==> config.mk <==
export PLATFORM = sky130hd
export DESIGN_NAME = led_scan_arbiter
export DESIGN_NICKNAME = d
export VERILOG_FILES = /design/src/rtl/led_scan_arbiter.sv
export SDC_FILE = /design/constraint.sdc
export NUM_CORES = 1
export LEC_CHECK = 0
export ABC_AREA = 1
export ABC_CLOCK_PERIOD_IN_PS = 2300
export CAP_MARGIN = 10
export CORE_MARGIN = 10
export CORE_UTILIZATION = 40
export DETAILED_ROUTE_END_ITERATION = 10
export HOLD_SLACK_MARGIN = 0.15
export PLACE_DENSITY = 0.67
export SLEW_MARGIN = 10
export SYNTH_ARGS = -nofsm -noshare
export SYNTH_HDL_FRONTEND = slang
export SYNTH_SLANG_ARGS = --single-unit
==> constraint.sdc <==
create_clock -name clk -period 2.3 [get_ports clk]
set_input_delay 0.345 -clock clk [delete_from_list [all_inputs] [get_ports clk]]
set_output_delay 0.345 -clock clk [all_outputs]
set_load 0.01 [all_outputs]
==> src/rtl/led_scan_arbiter.sv <==
// Two-requester arbiter for an 8-digit multiplexed 7-segment display.
// The owner's 32-bit BCD frame is snapshotted and scanned digit 7 down to 0.
// A requester that is still asking can be preempted only after HOLD owned cycles.
module led_scan_arbiter #(
    parameter int TWKLE = 4,
    parameter int HOLD  = 64
) (
    input  logic        clk,
    input  logic        rst,
    input  logic [1:0]  req,
    input  logic [31:0] frame0,
    input  logic [31:0] frame1,
    output logic [1:0]  gnt,
    output logic [7:0]  led_en,
    output logic        led_ca,
    output logic        led_cb,
    output logic        led_cc,
    output logic        led_cd,
    output logic        led_ce,
    output logic        led_cf,
    output logic        led_cg,
    output logic        led_dp
);

    localparam logic [1:0] IDLE = 2'd0;
    localparam logic [1:0] OWN0 = 2'd1;
    localparam logic [1:0] OWN1 = 2'd2;

    localparam int PW = (TWKLE > 1) ? $clog2(TWKLE) : 1;
    localparam int HW = (HOLD > 1) ? $clog2(HOLD) : 1;
    localparam logic [PW-1:0] PH_LAST   = PW'(TWKLE - 1);
    localparam logic [HW-1:0] HOLD_LAST = HW'(HOLD - 1);

    logic [1:0]    state;
    logic [1:0]    state_nxt;
    logic          last_gnt;
    logic          grant;
    logic          grant_to;
    logic [HW-1:0] hold_cnt;
    logic [PW-1:0] phase;
    logic [2:0]    idx;
    logic [31:0]   snap;
    logic [6:0]    seg;

    // {g,f,e,d,c,b,a}, active-low; non-BCD nibbles blank the digit
    function automatic logic [6:0] decode(input logic [3:0] nib);
        logic [6:0] s;
        case (nib)
            4'd0:    s = 7'b1000000;
            4'd1:    s = 7'b1111001;
            4'd2:    s = 7'b0100100;
            4'd3:    s = 7'b0110000;
            4'd4:    s = 7'b0011001;
            4'd5:    s = 7'b0010010;
            4'd6:    s = 7'b0000010;
            4'd7:    s = 7'b1111000;
            4'd8:    s = 7'b0000000;
            4'd9:    s = 7'b0011000;
            default: s = 7'b1111111;
        endcase
        return s;
    endfunction

    // Next-state and grant decision: release, preemption after hold, tie-break
    always_comb begin
        state_nxt = state;
        grant     = 1'b0;
        grant_to  = 1'b0;
        case (state)
            IDLE: begin
                if (req == 2'b01) begin
                    grant = 1'b1; grant_to = 1'b0;
                end else if (req == 2'b10) begin
                    grant = 1'b1; grant_to = 1'b1;
                end else if (req == 2'b11) begin
                    grant = 1'b1; grant_to = ~last_gnt;
                end
            end
            OWN0: begin
                if (!req[0]) begin
                    if (req[1]) begin
                        grant = 1'b1; grant_to = 1'b1;
                    end else begin
                        state_nxt = IDLE;
                    end
                end else if (req[1] && hold_cnt == HOLD_LAST) begin
                    grant = 1'b1; grant_to = 1'b1;
                end
            end
            OWN1: begin
                if (!req[1]) begin
                    if (req[0]) begin
                        grant = 1'b1; grant_to = 1'b0;
                    end else begin
                        state_nxt = IDLE;
                    end
                end else if (req[0] && hold_cnt == HOLD_LAST) begin
                    grant = 1'b1; grant_to = 1'b0;
                end
            end
            default: state_nxt = IDLE;
        endcase
        if (grant) begin
            state_nxt = grant_to ? OWN1 : OWN0;
        end
    end

    // FSM state and last-grant pointer
    always_ff @(posedge clk or posedge rst) begin
        if (rst) begin
            state    <= IDLE;
            last_gnt <= 1'b1;
        end else begin
            state <= state_nxt;
            if (grant) begin
                last_gnt <= grant_to;
            end
        end
    end

    // Scan engine: a grant restarts the scan and takes priority over a digit wrap
    always_ff @(posedge clk or posedge rst) begin
        if (rst) begin
            snap     <= '1;
            idx      <= 3'd7;
            phase    <= '0;
            hold_cnt <= '0;
        end else if (grant) begin
            snap     <= grant_to ? frame1 : frame0;
            idx      <= 3'd7;
            phase    <= '0;
            hold_cnt <= '0;
        end else if (state != IDLE) begin
            if (hold_cnt != HOLD_LAST) begin
                hold_cnt <= hold_cnt + 1'b1;
            end
            if (phase == PH_LAST) begin
                phase <= '0;
                if (idx == 3'd0) begin
                    idx  <= 3'd7;
                    snap <= (state == OWN1) ? frame1 : frame0;
                end else begin
                    idx <= idx - 3'd1;
                end
            end else begin
                phase <= phase + 1'b1;
            end
        end
    end

    // Registered display drive, blank whenever nobody owns the display
    always_ff @(posedge clk or posedge rst) begin
        if (rst) begin
            led_en <= '1;
            seg    <= '1;
        end else if (state == IDLE) begin
            led_en <= '1;
            seg    <= '1;
        end else begin
            led_en <= ~(8'd1 << idx);
            seg    <= decode(snap[idx*4 +: 4]);
        end
    end

    assign gnt    = (state == OWN0) ? 2'b01 : (state == OWN1) ? 2'b10 : 2'b00;
    assign led_ca = seg[0];
    assign led_cb = seg[1];
    assign led_cc = seg[2];
    assign led_cd = seg[3];
    assign led_ce = seg[4];
    assign led_cf = seg[5];
    assign led_cg = seg[6];
    assign led_dp = 1'b1;

endmodule

# Word level (Yosys, flattened, before mapping)
# Memories as Yosys holds them, arrays and structs flattened.
# Index checks and enable logic that the tools add are counted.
totals:
  romBits: 112
  register_bits: 61
  wordCells: 83
  memories: 1
  output_inout_bits: 18
classes:
  n_shift: 2
  reduce_logical: 13
  eq_ne: 13
  n_bitwise: 2
  add_sub_neg: 3
  mux: 41
memory_table:
  columns: ["name", "words", "width", "read_ports", "rd_ports_with_merged_regs", "write_ports", "line_no", "rtl"]
  rows:
  - ["(no name shown)", 16, 7, 1, 0, 0, "48", "case (nib)"]
op_table:
  columns: ["op", "count"]
  rows:
  - ["32-bit two-way mux", 6]
  - ["32-bit by 6-bit indexed part select with 4-bit output", 1]
  - ["2-bit two-way mux", 11]
  - ["6-bit two-way mux", 3]
  - ["1-bit two-way mux", 12]
  - ["3-bit two-way mux", 4]
  - ["3-bit != test (second input constant)", 4]
  - ["2-bit nonzero test", 5]
  - ["2-bit == test (second input constant)", 4]
  - ["8-bit two-way mux", 1]
  - ["8-bit inverter", 1]
  - ["1-bit by 3-bit left shift with 8-bit output (first input constant)", 1]
  - ["7-bit two-way mux", 1]
  - ["6-bit by 1-bit adder with 6-bit output (second input constant)", 1]
  - ["6-bit == test (second input constant)", 1]
  - ["6-bit != test (second input constant)", 1]
  - ["2-bit one-hot mux with 3 select lines", 1]
  - ["5-bit AND reduction", 1]
  - ["2-bit by 1-bit == test with 1-bit output (second input constant)", 2]
  - ["2-bit AND reduction", 2]
  - ["3-bit zero test", 1]
  - ["1-bit one-hot mux with 3 select lines", 1]
  - ["3-bit AND reduction", 1]
  - ["3-bit by 1-bit subtractor with 3-bit output (second input constant)", 1]
  - ["6 further kinds", 7]

# Logic depth before layout (Yosys ltp)
# Gate-level depths: netlist of the first run.
depth:
  word_depth: 7
  depth_mapped: 14

# Worst setup path after synthesis of the first run
# OpenSTA, ideal clock, no wires.
synth_timing:
  path_kind: "register to register"
  startpoint: "register idx[0]"
  endpoint: "register seg[5]"
  path_stages_with_launch: 12
  arrival_ns: 2.079
  setup_slack_ns: 0.134
  required_time_ns: 2.214
  synth_period_minus_slack_ns: 2.166
  cell_sequence: "dfstp_2 > buf_4 > inv_1 > buf_2 > o21ai_0 > nand2_1 > o21ai_0 > inv_1 > ha_1 > nand3b_1 > nand3_1 > nand3_1"
synth_between:
  elab_chain_len: 3
synth_lines:
  columns: ["item", "line_no", "rtl"]
  rows:
  - ["start: declaration", "41", "logic [2:0] idx;"]
  - ["start signal: assignment", "143", "idx <= idx - 3'd1;"]
  - ["32-bit by 6-bit indexed part select with 4-bit output", "161", "seg <= decode(snap[idx*4 +: 4]);"]
  - ["memory read 16 x 7 bit", null, null]
  - ["7-bit two-way mux", "156", "end else if (state == IDLE) begin"]
  - ["end signal: assignment", "161", null]
  - ["end: declaration", "43", "logic [6:0] seg;"]
# No other way between the ends.
# A chain may end at the register's enable or synchronous reset.

# Final worst setup path of the first run
layout_timing:
  startpoint: "register idx[0]"
  endpoint: "register seg[3]"
# The elaborated chain is that of the path after synthesis.

==> flow_metrics.py, run 1 <==
metrics = {
    "synth": {
        "yosysMostFrequentCell": "nand2_1",
        "avgSynthCellArea_um2": 6.559,
        "yosysWarningCount": 0,
        "ys.flop_type": "dfstp_2",
        "synth-edff-count": 0,
        "ys_types": 29,
        "ys_ff_latch": 61,
        "synthArstFlopShare": 1.000,
        "syn_nets": 715,
        "yosysTopAreaCell": "dfstp_2",
        "synth_common_cells": "nand2_1 (284), nor2_1 (63), nand3_1 (54)",
        "synth_top_area_frac": 0.3217,
        "synth_cells": 635,
        "seq_area_frac_synth": 0.3818,
        "synth_area_um2": 4165,
        "yosys-top-cells-area": "dfstp_2 (32%), nand2_1 (26%), nand3_1 (6.5%)",
    },
    "place": {
        "port_buffers": 84,
        "dpl.hpwl_mm": 8.713,
        "dp.cells": 836,
        "gp_congestion": 0.8416,
        "preCtsSetupSlack_ps": 122.7,
        "placed_area_um2": 5151,
    },
    "floorplan": {
        "placementRows": 37,
        "fp.dieW_um": 122.0,
        "dieArea_um2": 14900,
        "start_util": 0.4071,
        "die_h_um": 122.0,
        "core-area_um2": 10230,
        "ioPinCount": 86,
    },
    "route": {
        "wl_per_cell_um": 13.76,
        "drt_drc_violations_left": 0,
        "drt_iter0_markers": 278,
        "wirelength_mm": 11.76,
        "drtPass1Iterations": 5,
        "vias": 4249,
        "ant_nets": 0,
        "via_per_inst": 4.970,
    },
    "layout": {
        "insertedDiodeCount": 0,
        "fin_area_um2": 5368,
        "drive_above_1_share": 0.1349,
        "syn2layout_area_growth_pct": 28.87,
        "final_cells": 855,
        "fillCellCount": 975,
        "nNetsFinal": 794,
    },
    "worst_setup_path": {
        "start_kind": "flop",
        "cp.arrival_ps": 2410,
        "crit_fanout": 19,
        "endpoint_kind": "flop",
        "crit_type": "flop to flop",
        "required_ps": 2580,
    },
    "timing": {
        "fin_ws_ps": 174.0,
        "max_clock_freq_mhz": 470.4,
        "grt_setup_unrepaired": "no",
        "hold_violations": 0,
        "final_max_slew_viol_count": 0,
        "relSlewSlack": 0.6202,
        "layout_min_cycle_time_ps": 2126,
        "tns_ps": 0,
        "clock_skew_ps": 7.615,
        "fin_crit_sh": 0.9244,
        "setup_viol": 0,
        "worstMarginPinSlew_ps": 566.0,
    },
    "pwr": {
        "irDropWorstVdd_uv": 541.1,
        "p_per_area_nw_per_um2": 1351,
        "total_power_w": 0.007250,
        "leakage_nw": 2.565,
    },
    "global_routing": {
        "grt_pass1_vias": 4359,
        "grt_overflow": 0,
        "antenna_found_initial": 0,
        "grt_pass1_wl_mm": 20.22,
        "grt_max_degree": 62,
        "grt_usage": 0.1612,
    },
    "clocking": {
        "clockBufferDepth": 2,
        "cts_buffers": 9,
        "cts_tree": "done",
        "clk_latency_ps": 340,
        "path_clk_slew_ps": 80,
        "cts_sinks": 61,
        "cts_root_buffer": "clkbuf_8",
        "h-tree-depth": 3,
    },
    "run": {
        "drv_cap": 0,
    },
    "worst_hold_path": {
        "min_path_type": "input port to asynchronous set/reset pin",
    },
    "run_status": {
        "status": "finished clean",
    },
}
==> worst max-delay path, stage by stage, from the launching register on <==
cell	delay, ps
dfstp_2	600
buf_6	200
nor2_1	70
nor2_1	90
o21ai_0	160
nand3_1	120
o21ai_0	80
buf_4	160
ha_1	280
nand3_1	110
nand3_1	90
nand3_1	100
==> layout by cell type, fill, tap and decap left out, drive strengths merged, types with 4 or more instances in the layout <==
| cell | instances |
|---|---|
| nand2 | 285 |
| clkdlybuf4s50 | 84 |
| nor2 | 64 |
| nand3 | 55 |
| o21ai | 52 |
| dfstp | 51 |
| inv | 25 |
| a21oi | 23 |
| buf | 20 |
| ha | 12 |
| dfrtp | 10 |
| clkbuf | 9 |
| xor2 | 5 |
| o31ai | 4 |
| clkinvlp | 4 |
| clkinv | 4 |
==> cells by family (layout without fill, tap and decap cells) <==
| kind of cell | after synthesis | after routing | share of synthesized area |
|---|---|---|---|
| XOR/XNOR | 6 | 6 | 0.01262 |
| adder cells (fa/ha/maj) | 12 | 12 | 0.03605 |
| AO/OA/AOI/OAI | 81 | 81 | 0.1009 |
| AND/OR/NAND/NOR | 412 | 412 | 0.3968 |
| flip-flops | 61 | 61 | 0.3818 |
| other | 1 | 1 | 0.0009003 |
| buffers and inverters | 62 | 146 | 0.07089 |
==> power breakdown <==
| part | switching (W) | internal, W |
|---|---|---|
| clock | 0.000448 | 0.000394 |
| sequential | 0.000279 | 0.00186 |
| combinational | 0.00264 | 0.00163 |
==> metrics by stage <==
| step | utilization | hold slack, ps |
|---|---|---|
| floorplan | - | 445.2 |
| global placement | 0.5035 | 451.5 |
| detailed placement | 0.5035 | 457.6 |
| CTS | 0.5205 | 409.2 |
| global route | 0.5246 | 442.5 |
| finish | 0.5246 | 390.1 |
==> path summary, 6_finish.rpt <==
kind                       slack, ps     endpoint  startpoint  cells past startpoint
min                              390  hold_cnt[5]         rst                      3
min in group clk                 470     snap[24]    snap[24]                      2
max reg2reg                      170       seg[3]      idx[0]                     11
max                              170       seg[3]      idx[0]                     11
min reg2reg                      470     snap[24]    snap[24]                      2
max in group asynchronous       1590     snap[15]         rst                      3
==> routing by layer <==
layer / global-route usage / wire length (um) / vias up
met2: 0.2719 / 5783 / 98
met1: 0.2039 / 5159 / 1975
met4: 0.04098 / 79 / 0
met5: 0 / 0 / -
li1: - / - / 2170
met3: 0.03515 / 739 / 6
==> timing repair <==
| action | in CTS | in global routing |
|---|---|---|
| buffers inserted | 0 | 1 |
| endpoints found under the hold margin | 0 | 0 |
| hold buffers | 0 | 0 |
| resized for setup | 0 | 6 |
| endpoints found under the setup margin | 0 | 18 |
==> cell type report <==
class / count / area [um2] / area share
clock buffer: 9 / 123.9 / 0.02308
sequential: 61 / 1590 / 0.2963
clock inverter: 7 / 50.05 / 0.009324
multi-input combinational: 512 / 2280 / 0.4247
inverter: 24 / 93.84 / 0.01748
timing repair buffer: 104 / 1045 / 0.1946
timing repair inverter: 2 / 15.01 / 0.002797
tap: 136 / 170.2 / 0.03170
==> registers in the layout, summed over array words and instances (netlist names) <==
register	count
snap	32
led_en	8
seg	7
hold_cnt	6
idx	3
phase	2
state	2
last_gnt	1
Power figures use the tool's default switching activity.
==> run 2, diff against run 1 <==
CTS_CLUSTER_SIZE = 14   (was not set)
==> results of run 2 <==
The final DEF is identical to that of run 1; final timing and power are the same.
==> run 3, diff against run 2 <==
CORE_UTILIZATION = 45   (was 40)
PLACE_DENSITY = 0.74   (was 0.67)
==> flow_metrics.py, run 3 (same netlist as run 1, synthesis figures left out) <==
metrics = {
    "timing": {
        "setup_viol": 0,
        "hold_violations": 0,
        "clock_skew_ps": 7.076,
        "final_max_slew_viol_count": 0,
        "whs_ps": 363.7,
        "worstMarginPinSlew_ps": 510.2,
        "tns_ps": 0,
        "grt_setup_unrepaired": "no",
        "fin_crit_sh": 0.8972,
        "max_clock_freq_mhz": 484.6,
        "layout_min_cycle_time_ps": 2063,
        "relSlewSlack": 0.6563,
    },
    "global_routing": {
        "grt_overflow": 0,
        "antenna_found_initial": 0,
        "grt_pass1_wl_mm": 19.76,
        "grt_pass1_vias": 4214,
        "grt_max_degree": 38,
        "grt_usage": 0.1756,
    },
    "clocking": {
        "cts_buffers": 9,
        "h-tree-depth": 3,
        "cts_sinks": 61,
        "cts_tree": "done",
        "clockBufferDepth": 2,
        "path_clk_slew_ps": 70,
        "cts_root_buffer": "clkbuf_8",
        "cts_hold_buf": 0,
        "clk_latency_ps": 330,
        "cts-resized-gates": 0,
        "post_cts_buffers": 0,
    },
    "route": {
        "drt_drc_violations_left": 0,
        "ant_nets": 0,
        "via_per_inst": 5.172,
        "drtPass1Iterations": 6,
        "vias": 4267,
        "drt_iter0_markers": 354,
        "wirelength_mm": 11.36,
        "wl_per_cell_um": 13.77,
    },
    "worst_setup_path": {
        "crit_fanout": 14,
        "start_kind": "flop",
        "rr_startpoint": "idx[0]",
        "endpoint_kind": "flop",
        "slowest_stage": "dfstp_2",
        "crit_chain": "inv_1 -> o21ai_0 -> o21ai_0 -> o21ai_0 -> ha_1 -> nand3_1 -> nand3_1 -> nand3_1",
        "required_ps": 2560,
        "critPathTopFamily": "compound AO/OA/AOI/OAI gates",
        "cp.arrival_ps": 2330,
        "critical_path_buf_inv_count": 1,
        "startpoint": "idx[0]",
        "max_stage_delay_ps": 530,
        "crit_type": "flop to flop",
    },
    "layout": {
        "largest-register": "snap",
        "reg.largest.list": "snap (32), led_en (8), seg (7)",
        "syn2layout_area_growth_pct": 28.78,
        "layout_commonest_cell": "nand2_1",
        "fillCellCount": 868,
        "largest_reg_flops": 32,
        "nNetsFinal": 789,
        "finish.utilization": 0.5889,
        "insertedDiodeCount": 0,
        "most-common-layout-cells": "nand2_1 (284), clkdlybuf4s50_1 (84), nor2_1 (63), nand3_1 (54), dfstp_2 (51)",
        "drive_above_1_share": 0.1261,
    },
    "floorplan": {
        "dieArea_um2": 13500,
        "start_util": 0.4573,
        "placementRows": 35,
        "core-area_um2": 9109,
        "die_h_um": 116.2,
        "ioPinCount": 86,
        "fp.dieW_um": 116.2,
    },
    "run_status": {
        "status": "finished clean",
    },
    "pwr": {
        "leakage_nw": 2.583,
        "p_per_area_nw_per_um2": 1392,
        "irDropWorstVdd_uv": 505.6,
    },
    "worst_hold_path": {
        "min_path_type": "input port to asynchronous set/reset pin",
    },
    "run": {
        "drv_cap": 0,
    },
    "place": {
        "gp_congestion": 0.8577,
        "dpl.hpwl_mm": 8.508,
        "port_buffers": 84,
    },
}
[run 3: cell types whose count changed in the layout (fill, tap and decap cells not counted), moves of 2 or more]
cell,before,now
o21ai_1,6,4
bufinv_16,0,2
clkinvlp_4,4,1
buf_4,15,12
o21ai_0,46,48
[run 3: final cells by class]
class                      count  area, um2  share of cell area
clock buffer                  11      152.6             0.02846
clock inverter                 5      81.33             0.01516
inverter                      24      90.09             0.01679
multi-input combinational    512       2280              0.4250
sequential                    61       1590              0.2965
tap                          111      138.9             0.02589
timing repair buffer         101       1031              0.1922
[run 3: metrics by stage]
stage,setup WS (ps),std cells,total power (W),area [um2]
after detailed placement,200.6,809,0.006369,5130
after global routing,41.27,825,0.008248,5364
after CTS,237.6,825,0.007500,5364
after global placement,275.4,809,0.006224,5130
final,236.5,825,0.007465,5364
after floorplan,134.4,635,0.005095,4165
[run 3: path summary, 6_finish.rpt]
path,depth (start not counted),endpoint,slack (ps)
worst max-delay path,8,seg[3],240
min in group clk,2,snap[24],470
max in group asynchronous,3,snap[20],1290
worst min register to register,2,snap[24],470
worst max register to register,8,seg[3],240
worst min-delay path,2,hold_cnt[3],360
[run 3: metal layers]
metal / vias up / wire [um] / track usage
li1: 2154 / - / -
met2: 123 / 5420 / 0.2909
met3: 13 / 696 / 0.05239
met5: - / 0 / 0
met4: 0 / 114 / 0.04504
met1: 1977 / 5130 / 0.2182
[run 3: power by group]
part / internal (W) / switching (W) / total, W
Sequential: 0.00186 / 0.000268 / 0.00212
Combinational: 0.00162 / 0.00262 / 0.00424
Clock: 0.000676 / 0.000423 / 0.00110
Total: 0.00416 / 0.00331 / 0.00747
